===== src/rtl/bus_arbiter_pkg.sv =====
// Shared definitions for the two-master / two-slave bus arbiter:
// FSM encodings, master indices and the default slave address map.
package bus_arbiter_pkg;

    typedef enum logic [1:0] {
        IDLE     = 2'b00,
        GRANT_M0 = 2'b01,
        GRANT_M1 = 2'b10
    } arb_state_t;

    localparam logic MASTER_M0 = 1'b0;
    localparam logic MASTER_M1 = 1'b1;

    localparam logic [7:0] S0_BASE_DEFAULT = 8'h00;
    localparam logic [7:0] S0_TOP_DEFAULT  = 8'h07;
    localparam logic [7:0] S1_BASE_DEFAULT = 8'h10;
    localparam logic [7:0] S1_TOP_DEFAULT  = 8'h3F;

endpackage


===== src/rtl/bus_addr_decoder.sv =====
// Combinational address decoder: flags which slave window (inclusive bounds)
// an 8-bit bus address falls into.
module bus_addr_decoder
    import bus_arbiter_pkg::*;
#(
    parameter logic [7:0] S0_BASE = S0_BASE_DEFAULT,
    parameter logic [7:0] S0_TOP  = S0_TOP_DEFAULT,
    parameter logic [7:0] S1_BASE = S1_BASE_DEFAULT,
    parameter logic [7:0] S1_TOP  = S1_TOP_DEFAULT
) (
    input  logic [7:0] address,
    output logic       s0_hit,
    output logic       s1_hit
);

    logic [7:0] s0_offset;
    logic [7:0] s1_offset;

    // Offset-from-base compare keeps a single unsigned test per window,
    // which also stays correct when a base sits at address zero.
    assign s0_offset = address - S0_BASE;
    assign s1_offset = address - S1_BASE;

    assign s0_hit = (s0_offset <= (S0_TOP - S0_BASE));
    assign s1_hit = (s1_offset <= (S1_TOP - S1_BASE));

endmodule


===== src/rtl/bus_arbiter.sv =====
// Round-robin arbiter with grant hold for the shared DMA memory bus; muxes the
// granted master onto the slaves and returns registered-select read data.
module bus_arbiter
    import bus_arbiter_pkg::*;
#(
    parameter logic [7:0] S0_BASE = S0_BASE_DEFAULT,
    parameter logic [7:0] S0_TOP  = S0_TOP_DEFAULT,
    parameter logic [7:0] S1_BASE = S1_BASE_DEFAULT,
    parameter logic [7:0] S1_TOP  = S1_TOP_DEFAULT
) (
    input  logic        clk,
    input  logic        reset_n,
    input  logic        M0_req,
    input  logic        M0_wr,
    input  logic [7:0]  M0_address,
    input  logic [31:0] M0_dout,
    output logic        M0_grant,
    input  logic        M1_req,
    input  logic        M1_wr,
    input  logic [7:0]  M1_address,
    input  logic [31:0] M1_dout,
    output logic        M1_grant,
    output logic [31:0] M_din,
    output logic        S0_sel,
    output logic        S1_sel,
    output logic        S_wr,
    output logic [7:0]  S_address,
    output logic [31:0] S_din,
    input  logic [31:0] S0_dout,
    input  logic [31:0] S1_dout,
    output logic        bus_err
);

    arb_state_t state;
    arb_state_t next_state;
    logic       last_grant;
    logic       granted;
    logic       raw_wr;
    logic       s0_hit;
    logic       s1_hit;
    logic [1:0] rsel;

    always_ff @(posedge clk or negedge reset_n) begin
        if (!reset_n) begin
            state      <= IDLE;
            last_grant <= MASTER_M1;
            rsel       <= 2'b00;
            bus_err    <= 1'b0;
        end else begin
            state <= next_state;
            if (next_state == GRANT_M0) begin
                last_grant <= MASTER_M0;
            end else if (next_state == GRANT_M1) begin
                last_grant <= MASTER_M1;
            end
            rsel    <= {S1_sel, S0_sel} & {2{~S_wr}};
            bus_err <= granted & ~(s0_hit | s1_hit);
        end
    end

    // No preemption: an owner keeps the bus until it drops its request.
    always_comb begin
        next_state = state;
        case (state)
            IDLE: begin
                if (M0_req && M1_req) begin
                    next_state = (last_grant == MASTER_M1) ? GRANT_M0 : GRANT_M1;
                end else if (M0_req) begin
                    next_state = GRANT_M0;
                end else if (M1_req) begin
                    next_state = GRANT_M1;
                end
            end
            GRANT_M0: begin
                if (!M0_req) begin
                    next_state = M1_req ? GRANT_M1 : IDLE;
                end
            end
            GRANT_M1: begin
                if (!M1_req) begin
                    next_state = M0_req ? GRANT_M0 : IDLE;
                end
            end
            default: next_state = IDLE;
        endcase
    end

    always_comb begin
        M0_grant  = 1'b0;
        M1_grant  = 1'b0;
        raw_wr    = 1'b0;
        S_address = 8'h00;
        S_din     = 32'h0;
        case (state)
            GRANT_M0: begin
                M0_grant  = 1'b1;
                raw_wr    = M0_wr;
                S_address = M0_address;
                S_din     = M0_dout;
            end
            GRANT_M1: begin
                M1_grant  = 1'b1;
                raw_wr    = M1_wr;
                S_address = M1_address;
                S_din     = M1_dout;
            end
            default: ;
        endcase
    end

    assign granted = (state != IDLE);

    bus_addr_decoder #(
        .S0_BASE(S0_BASE),
        .S0_TOP (S0_TOP),
        .S1_BASE(S1_BASE),
        .S1_TOP (S1_TOP)
    ) u_decoder (
        .address(S_address),
        .s0_hit (s0_hit),
        .s1_hit (s1_hit)
    );

    // Writes to unmapped space are dropped rather than reaching any slave.
    assign S0_sel = granted & s0_hit;
    assign S1_sel = granted & s1_hit;
    assign S_wr   = raw_wr & (S0_sel | S1_sel);

    always_comb begin
        M_din = 32'h0;
        case (rsel)
            2'b01:   M_din = S0_dout;
            2'b10:   M_din = S1_dout;
            default: M_din = 32'h0;
        endcase
    end

endmodule


===== config.mk =====
export PLATFORM = sky130hd
export DESIGN_NAME = bus_arbiter
export DESIGN_NICKNAME = d
export VERILOG_FILES = /design/src/rtl/bus_arbiter_pkg.sv /design/src/rtl/bus_addr_decoder.sv /design/src/rtl/bus_arbiter.sv
export SDC_FILE = /design/constraint.sdc
export NUM_CORES = 1
export LEC_CHECK = 0
export ABC_AREA = 1
export CAP_MARGIN = 20
export CORE_AREA = 2 2 88 90
export DETAILED_ROUTE_END_ITERATION = 16
export DIE_AREA = 0 0 90 92
export GPL_TIMING_DRIVEN = 1
export PLACE_DENSITY = 0.84
export SKIP_LAST_GASP = 1
export SLEW_MARGIN = 20
export SYNTH_ARGS = -nofsm -noshare
export SYNTH_HDL_FRONTEND = slang
export SYNTH_SLANG_ARGS = --single-unit

===== constraint.sdc =====
create_clock -name clk -period 2.5 [get_ports clk]
set_input_delay 0.25 -clock clk [delete_from_list [all_inputs] [get_ports clk]]
set_output_delay 0.25 -clock clk [all_outputs]
set_load 0.01 [all_outputs]

==> results of run 1 <==
## state kept, by name, indices dropped and copies added (netlist names)
signal,flops
rsel,2
state,2
bus_err,1
last_grant,1
## synthesized netlist by cell type
cell / n / area share
buf_2: 6 / 0.020
inv_2: 1 / 0.0024
o21bai_1: 1 / 0.0049
nor2_1: 2 / 0.0049
dfrtp_1: 5 / 0.081
nand3_1: 3 / 0.0098
inv_1: 23 / 0.056
o22ai_1: 1 / 0.0041
o211ai_1: 3 / 0.015
o21ai_0: 4 / 0.013
nand2_1: 162 / 0.40
nand3_2: 1 / 0.0065
nand2_2: 1 / 0.0041
a21oi_1: 69 / 0.22
a31oi_1: 1 / 0.0041
clkbuf_1: 6 / 0.015
nor2_2: 2 / 0.0081
buf_4: 6 / 0.029
dfstp_2: 1 / 0.017
ha_1: 7 / 0.057
buf_6: 4 / 0.029
## cell usage in the layout (no fill, tap or decap)
master and instances:
dfrtp_2 2, nand3_2 1, o22ai_1 1, buf_8 2
clkbuf_8 3, o21ai_0 4, o21bai_1 1, o211ai_1 3
inv_4 1, dfstp_2 1, nand3_1 3, nor2_2 2
clkdlybuf4s50_1 227, diode_2 1, inv_2 2, clkbuf_1 1
dfrtp_1 3, a31oi_1 1, buf_4 3, inv_1 21
nand2_2 1, ha_1 4, nor2_1 2, a21oi_1 69
nand2_1 162, ha_4 3
## logic make-up (layout without fill, tap and decap cells)
logic type	Yosys count	in the layout	share of synthesized area
buf+inv	46	260	0.1512
flops	6	6	0.09838
fa+ha+maj	7	7	0.05691
simple gates	171	171	0.4285
compound gates	79	79	0.2650
other cells	0	1	0
## layer usage
layer | vias up | share of wire | routed length (um) | global-route usage
met3 | 13 | 0.087 | 680 | 0.04930
met5 | - | 0 | 0 | 0
met2 | 154 | 0.51 | 3979 | 0.3352
met4 | 0 | 0.015 | 118 | 0.03462
met1 | 1210 | 0.39 | 3080 | 0.1983
li1 | 1404 | - | - | -
## cell type report
| cell class | instances | area, um^2 | share of cell area |
|---|---|---|---|
| timing repair buffer | 232 | 2325 | 0.5902 |
| sequential | 6 | 153.9 | 0.03907 |
| clock buffer | 4 | 45.04 | 0.01144 |
| multi-input combinational | 257 | 1192 | 0.3027 |
| antenna | 1 | 2.502 | 0.0006353 |
| tap | 102 | 127.6 | 0.03240 |
| inverter | 24 | 92.59 | 0.02351 |
## critical path: cells and delay by family (launching register included)
family / cells / cell delay, ns
and+or+nand+nor: 5 / 0.42
buffers and inverters: 2 / 0.68
AOI/OAI and AO/OA: 1 / 0.09
DFF: 1 / 0.45
adders and majority gates: 1 / 0.22
## final timing paths
kind,to,cells past startpoint
min,state[1],1
max reg2reg,last_grant,9
min in group clk,last_grant,2
min reg2reg,last_grant,2
max in group asynchronous,last_grant,1
max,S_wr,9
## metrics by stage
stage,utilization,setup slack (ns)
floorplan,-,0.7177
global placement,0.5148,0.2319
detailed placement,0.5148,0.1246
CTS,0.5228,0.02367
global route,0.5286,0.03885
finish,0.5289,0.1670
## power by group
| part | internal [uW] | switching, uW | total, uW |
|---|---|---|---|
| Clock | 110 | 48.8 | 159 |
| Combinational | 1250 | 1370 | 2620 |
| Sequential | 149 | 41.6 | 190 |
==> key figures, run 1 <==
Run status
  • Run status: complete, no violations

Worst setup path
  • Crit Path Category: reg -> out
  • CP max stage delay: 0.55 ns
  • Crit end category: primary output
  • Slowest-stage cell, CP: clkdlybuf4s50_1
  • R2R Path Start: state[0]
  • Most used cell, CP: nand2_1
  • Nature of the critical path startpoint: flip-flop
  • Crit path cell chain: inv_2 > ha_4 > nand2_1 > nand2_1 > nand2_1 > nand2_2 > o211ai_1 > nor2_1 > clkdlybuf4s50_1
  • Max Fanout on Critical Path: 10
  • Critical Path AT: 2.08 ns
  • Critical path data required time: 2.25 ns
  • Crit path from: state[0]
  • FF-to-FF setup slack: 0.63 ns

GRT
  • Initial antenna violation count: 0
  • Vias in the first global route: 2674
  • Remaining global-route overflow: 0
  • Total global-route track usage: 0.1772
  • Largest net degree at the start of global routing: 37
  • First-pass GRT wire length: 12.35 mm

Synth
  • Post-Syn Area: 0.001539 mm^2
  • Syn Nets: 466
  • Yosys Warn Count: 0
  • Flops & latches, synth: 6
  • Syn avg cell area: 4.981 um^2
  • Sequential cell area fraction in the yosys report: 0.09837
  • Cell variety after synth: 21
  • Post-synthesis instance total: 309

Route
  • Detailed Route WL: 7.859 mm
  • Routed len/inst: 12.55 um
  • Antenna Violating Nets Remaining: 0
  • Initial DRC count: 158
  • Routed vias/inst: 4.442
  • Drc violations: 0
  • 1st-pass router iterations: 4
  • Vias: 2781

Clock network
  • Clk slew on worst S/H paths: 0.04 ns
  • Clock buffer depth: 2
  • Post-CTS sizing: 5
  • CTS Root Cell: clkbuf_8
  • Worst-Skew Late Latency: 0.23 ns
  • TritonCTS buffer count: 3
  • H-tree levels: 1
  • CTS Hold Buffers Added: 0
  • Clk sink count: 6
  • CTS tree: done
  • # Post-CTS Setup Buffers: 0

Power
  • PD cells: 754.9 mW/mm^2
  • Pwr Total: 2973 uW
  • Peak VDD IR: 810.8 uV
  • Pleak: 0.001488 uW

Place
  • Placed cell areas: 0.003834 mm^2
  • RePlAce Congestion: 0.7822
  • Count of input and output buffers: 227
  • Dpl hpwl: 6.440 mm
  • Cells after DPL: 621

STA
  • Post-route setup TNS: 0 ns
  • Slew HR: 0.7715
  • Worst-margin pin slew: 0.3427 ns
  • Min Hold Slack: 0.2744 ns
  • Setup Skew: 0.002788 ns
  • Final Hold Fails: 0
  • Fmax: 428.6 MHz
  • Unrepaired setup endpoints after global routing: no
  • Final setup fails: 0
  • Period utilization: 0.9332
  • Max-slew violations: 0
  • Final min period: 2.333 ns

Floorplan
  • Die X: 90 um
  • Site Rows: 32
  • Initial Util: 0.2067
  • Ports: 228
  • Core area: 0.007447 mm^2
  • Die H: 92 um
  • Die area: 0.008280 mm^2

Flow run
  • Total of max-cap violations: 0

Layout
  • Layout Cells excl Fill: 626
  • Design area: 0.003939 mm^2
  • Nets@finish: 681
  • Synthesis-to-finish area growth: 155.9%
  • Ratio of cells with drive above 1 in the final layout: 0.04015
  • Fill cell count: 702

Worst hold path
  • Worst hold path class: in -> async
Note: power is estimated with default switching activity, not from simulation.
==> run 2: changes to the inputs <==
--- a/config.mk
+++ b/config.mk
@@ -7,13 +7,14 @@
 export LEC_CHECK = 0
 export ABC_AREA = 1
 export CAP_MARGIN = 20
-export CORE_AREA = 2 2 88 90
+export CORE_AREA = 2 2 89 91
 export DETAILED_ROUTE_END_ITERATION = 16
-export DIE_AREA = 0 0 90 92
+export DIE_AREA = 0 0 91 93
 export GPL_TIMING_DRIVEN = 1
-export PLACE_DENSITY = 0.84
+export PLACE_DENSITY = 0.72
 export SKIP_LAST_GASP = 1
 export SLEW_MARGIN = 20
 export SYNTH_ARGS = -nofsm -noshare
 export SYNTH_HDL_FRONTEND = slang
+export SYNTH_HIERARCHICAL = 1
 export SYNTH_SLANG_ARGS = --single-unit
==> key figures, run 2 <==
Run status
  • Run status: complete, no violations

Power
  • Pleak: 0.001514 uW (+1.7%)
  • Peak VDD IR: 455.9 uV (-44%)
  • PD cells: 817.4 mW/mm^2 (+8.3%)

Worst setup path
  • Critical path data required time: 2.25 ns (about the same)
  • Nature of the critical path startpoint: flip-flop
  • Crit Path Category: reg -> out
  • Max Fanout on Critical Path: 10 (unchanged)
  • FF-to-FF setup slack: 0.59 ns (-0.04 ns)
  • Crit end category: primary output
  • Critical Path AT: 2.18 ns (+0.10 ns)

STA
  • Worst-margin pin slew: 0.2987 ns (-0.04398 ns)
  • Min Hold Slack: 0.2773 ns (+0.002893 ns)
  • Unrepaired setup endpoints after global routing: yes
  • Setup Skew: 0.005433 ns (+0.002645 ns)
  • Slew HR: 0.8002 (+0.02870)
  • Period utilization: 0.9702 (+0.03704)
  • Fmax: 412.3 MHz (-3.8%)
  • Max-slew violations: 0 (unchanged)
  • Post-route setup TNS: 0 ns (unchanged)
  • Final setup fails: 0 (unchanged)
  • Final min period: 2.426 ns (+0.09261 ns)
  • Setup WS post-layout: 0.07442 ns (-0.09261 ns)
  • Final Hold Fails: 0 (unchanged)

Route
  • 1st-pass router iterations: 4 (unchanged)
  • Antenna Violating Nets Remaining: 0 (unchanged)
  • Vias: 2841 (+2.2%)
  • Detailed Route WL: 8.475 mm (+7.8%)
  • Drc violations: 0 (unchanged)
  • Routed vias/inst: 4.474 (+0.71%)
  • Initial DRC count: 72 (-54%)
  • Routed len/inst: 13.35 um (+6.3%)

Layout
  • Most frequent cells in the layout: clkdlybuf4s50_1, nand2_1, a21oi_1
  • Synthesis-to-finish area growth: 148.6%
  • Fill cell count: 731 (+4.1%)
  • Most common cell after layout, fill and taps aside: clkdlybuf4s50_1
  • Nets@finish: 692 (+1.6%)
  • Antenna cell count: 0 (-1)
  • Regs by FF count: rsel: 2 flops, state: 2 flops
  • Reg area: 152.6 um^2 (-0.81%)
  • Layout Cells excl Fill: 635 (+1.4%)
  • Final core occ: 0.5500 (+0.02114)
  • Multi-input logic area: 0.001329 mm^2 (+11%)
  • Ratio of cells with drive above 1 in the final layout: 0.1257 (+0.08555)

Synth
  • Syn avg cell area: 5.442 um^2 (+9.3%)
  • Area contributors post-synth: nand2_1, a21oi_2, a21oi_1
  • Sequential cell area fraction in the yosys report: 0.09091 (-0.007465)
  • Top cell type by total area after synthesis: nand2_1
  • Async SR Flop Fraction: 1.000 (unchanged)
  • Post-synth EDFFs: 0 (unchanged)
  • Proportion of synthesized area in mux cells: 0 (unchanged)
  • Main combinational cell family by area after synthesis: simple AND/OR/NAND/NOR gates
  • XOR/XNOR Fraction of Synth Area: 0 (unchanged)
  • Yosys Warn Count: 6 (+6)
  • Synth Flop Type: dfrtp_1
  • Synth Area in Adders: 0.06011 (+0.003195)
  • Cell variety after synth: 16 (-24%)
  • Most frequent cells after synthesis: nand2_1, a21oi_1, a21oi_2, inv_1, buf_2
  • Post-Synth Simple-Gate Area: 0.4080 (-0.02049)
  • Syn Nets: 464 (-0.43%)
  • Post-synthesis instance total: 306 (-0.97%)
  • Count leader, synth: nand2_1
  • Yosys top cell area share: 0.3742 (-0.02097)
  • Synth Area in Compound Gates: 0.2990 (+0.03398)
  • Flops & latches, synth: 6 (unchanged)
  • Post-Syn Area: 0.001665 mm^2 (+8.2%)

GRT
  • Vias in the first global route: 2873 (+7.4%)
  • Largest net degree at the start of global routing: 33 (-11%)
  • Total global-route track usage: 0.1856 (+0.008379)
  • Remaining global-route overflow: 0 (unchanged)
  • First-pass GRT wire length: 13.05 mm (+5.6%)
  • Initial antenna violation count: 0 (unchanged)

Place
  • Place WS: -0.02497 ns (-0.1496 ns)
  • Count of input and output buffers: 227 (unchanged)
  • Cells after DPL: 628 (+1.1%)
  • Dpl hpwl: 7.144 mm (+11%)
  • RePlAce Congestion: 0.7668 (-2.0%)

Floorplan
  • Die X: 91 um (+1.1%)
  • Die area: 0.008463 mm^2 (+2.2%)
  • Site Rows: 32 (unchanged)
  • Ports: 228 (unchanged)
  • Core area: 0.007527 mm^2 (+1.1%)
  • Die H: 93 um (+1.1%)
  • Initial Util: 0.2212 (+0.01459)

Clock network
  • TritonCTS buffer count: 3 (unchanged)
  • H-tree levels: 1 (unchanged)
  • Worst-Skew Late Latency: 0.23 ns (about the same)
  • CTS tree: done
  • Clk slew on worst S/H paths: 0.04 ns (about the same)
  • Clk sink count: 6 (unchanged)
  • CTS Root Cell: clkbuf_8
  • Clock buffer depth: 2 (unchanged)

Worst hold path
  • Worst hold path class: in -> async

Flow run
  • Total of max-cap violations: 0 (unchanged)
-- run 2: cell types whose count changed after synthesis, moves of 4 or more --
cell      change
a21oi_2      +30
a21oi_1      -24
inv_1         -8
clkbuf_1      -6
buf_6         +4
nand2_1       +4
-- run 2: cells by family after synthesis --
| kind of cell | Yosys count |
|---|---|
| simple gates | 177 |
| compound gates | 77 |
| buf+inv | 38 |
| fa+ha+maj | 8 |
| flops | 6 |
-- run 2: path summary, 6_finish.rpt --
check,startpoint,end,depth (start not counted)
max,state[0],S_din[4],8
min,reset_n,rsel[1],1
max reg2reg,state[0],last_grant,10
min reg2reg,last_grant,last_grant,2
max in group asynchronous,reset_n,last_grant,1
min in group clk,last_grant,last_grant,2
-- run 2: metrics by stage --
stage / instance area [um^2] / total power, uW
final: 4140 / 3384
after detailed placement: 4018 / 3125
after global routing: 4140 / 3678
after global placement: 4018 / 3086
after floorplan: 1665 / 1826
after CTS: 4085 / 3323
-- run 2: cell type report --
| cell class | count | area share |
|---|---|---|
| timing repair buffer | 246 | 0.5857 |
| multi-input combinational | 262 | 0.3209 |
| sequential | 6 | 0.03687 |
| tap | 102 | 0.03082 |
| inverter | 15 | 0.01481 |
| clock buffer | 4 | 0.01088 |
-- run 2: timing repair --
| action | CTS | global route |
|---|---|---|
| pin swaps | 0 | 1 |
| resized for setup | 10 | 8 |
| buffers inserted | 0 | 3 |
| hold buffers | 0 | 0 |
| setup endpoints to repair | 13 | 2 |
-- run 2: critical path, cell delays in order (launching register included) --
cell and delay, ns:
dfrtp_2 0.44, inv_4 0.10, ha_4 0.18, clkbuf_2 0.18, buf_4 0.12, buf_4 0.14, nand2_1 0.07, a21oi_1 0.16
clkdlybuf4s50_1 0.56
-- run 2: report_power, final --
group	internal, uW	switching [uW]
Clock	110	46.3
Sequential	149	31.1
Combinational	1450	1600
Total	1710	1680
-- run 2: metal layers --
metal / share of wire / GRT usage / up-vias
met3: 0.099 / 0.05641 / 10
li1: - / - / 1421
met4: 0.015 / 0.04924 / 0
met5: 0 / 0 / -
met1: 0.36 / 0.1923 / 1248
met2: 0.52 / 0.3605 / 162
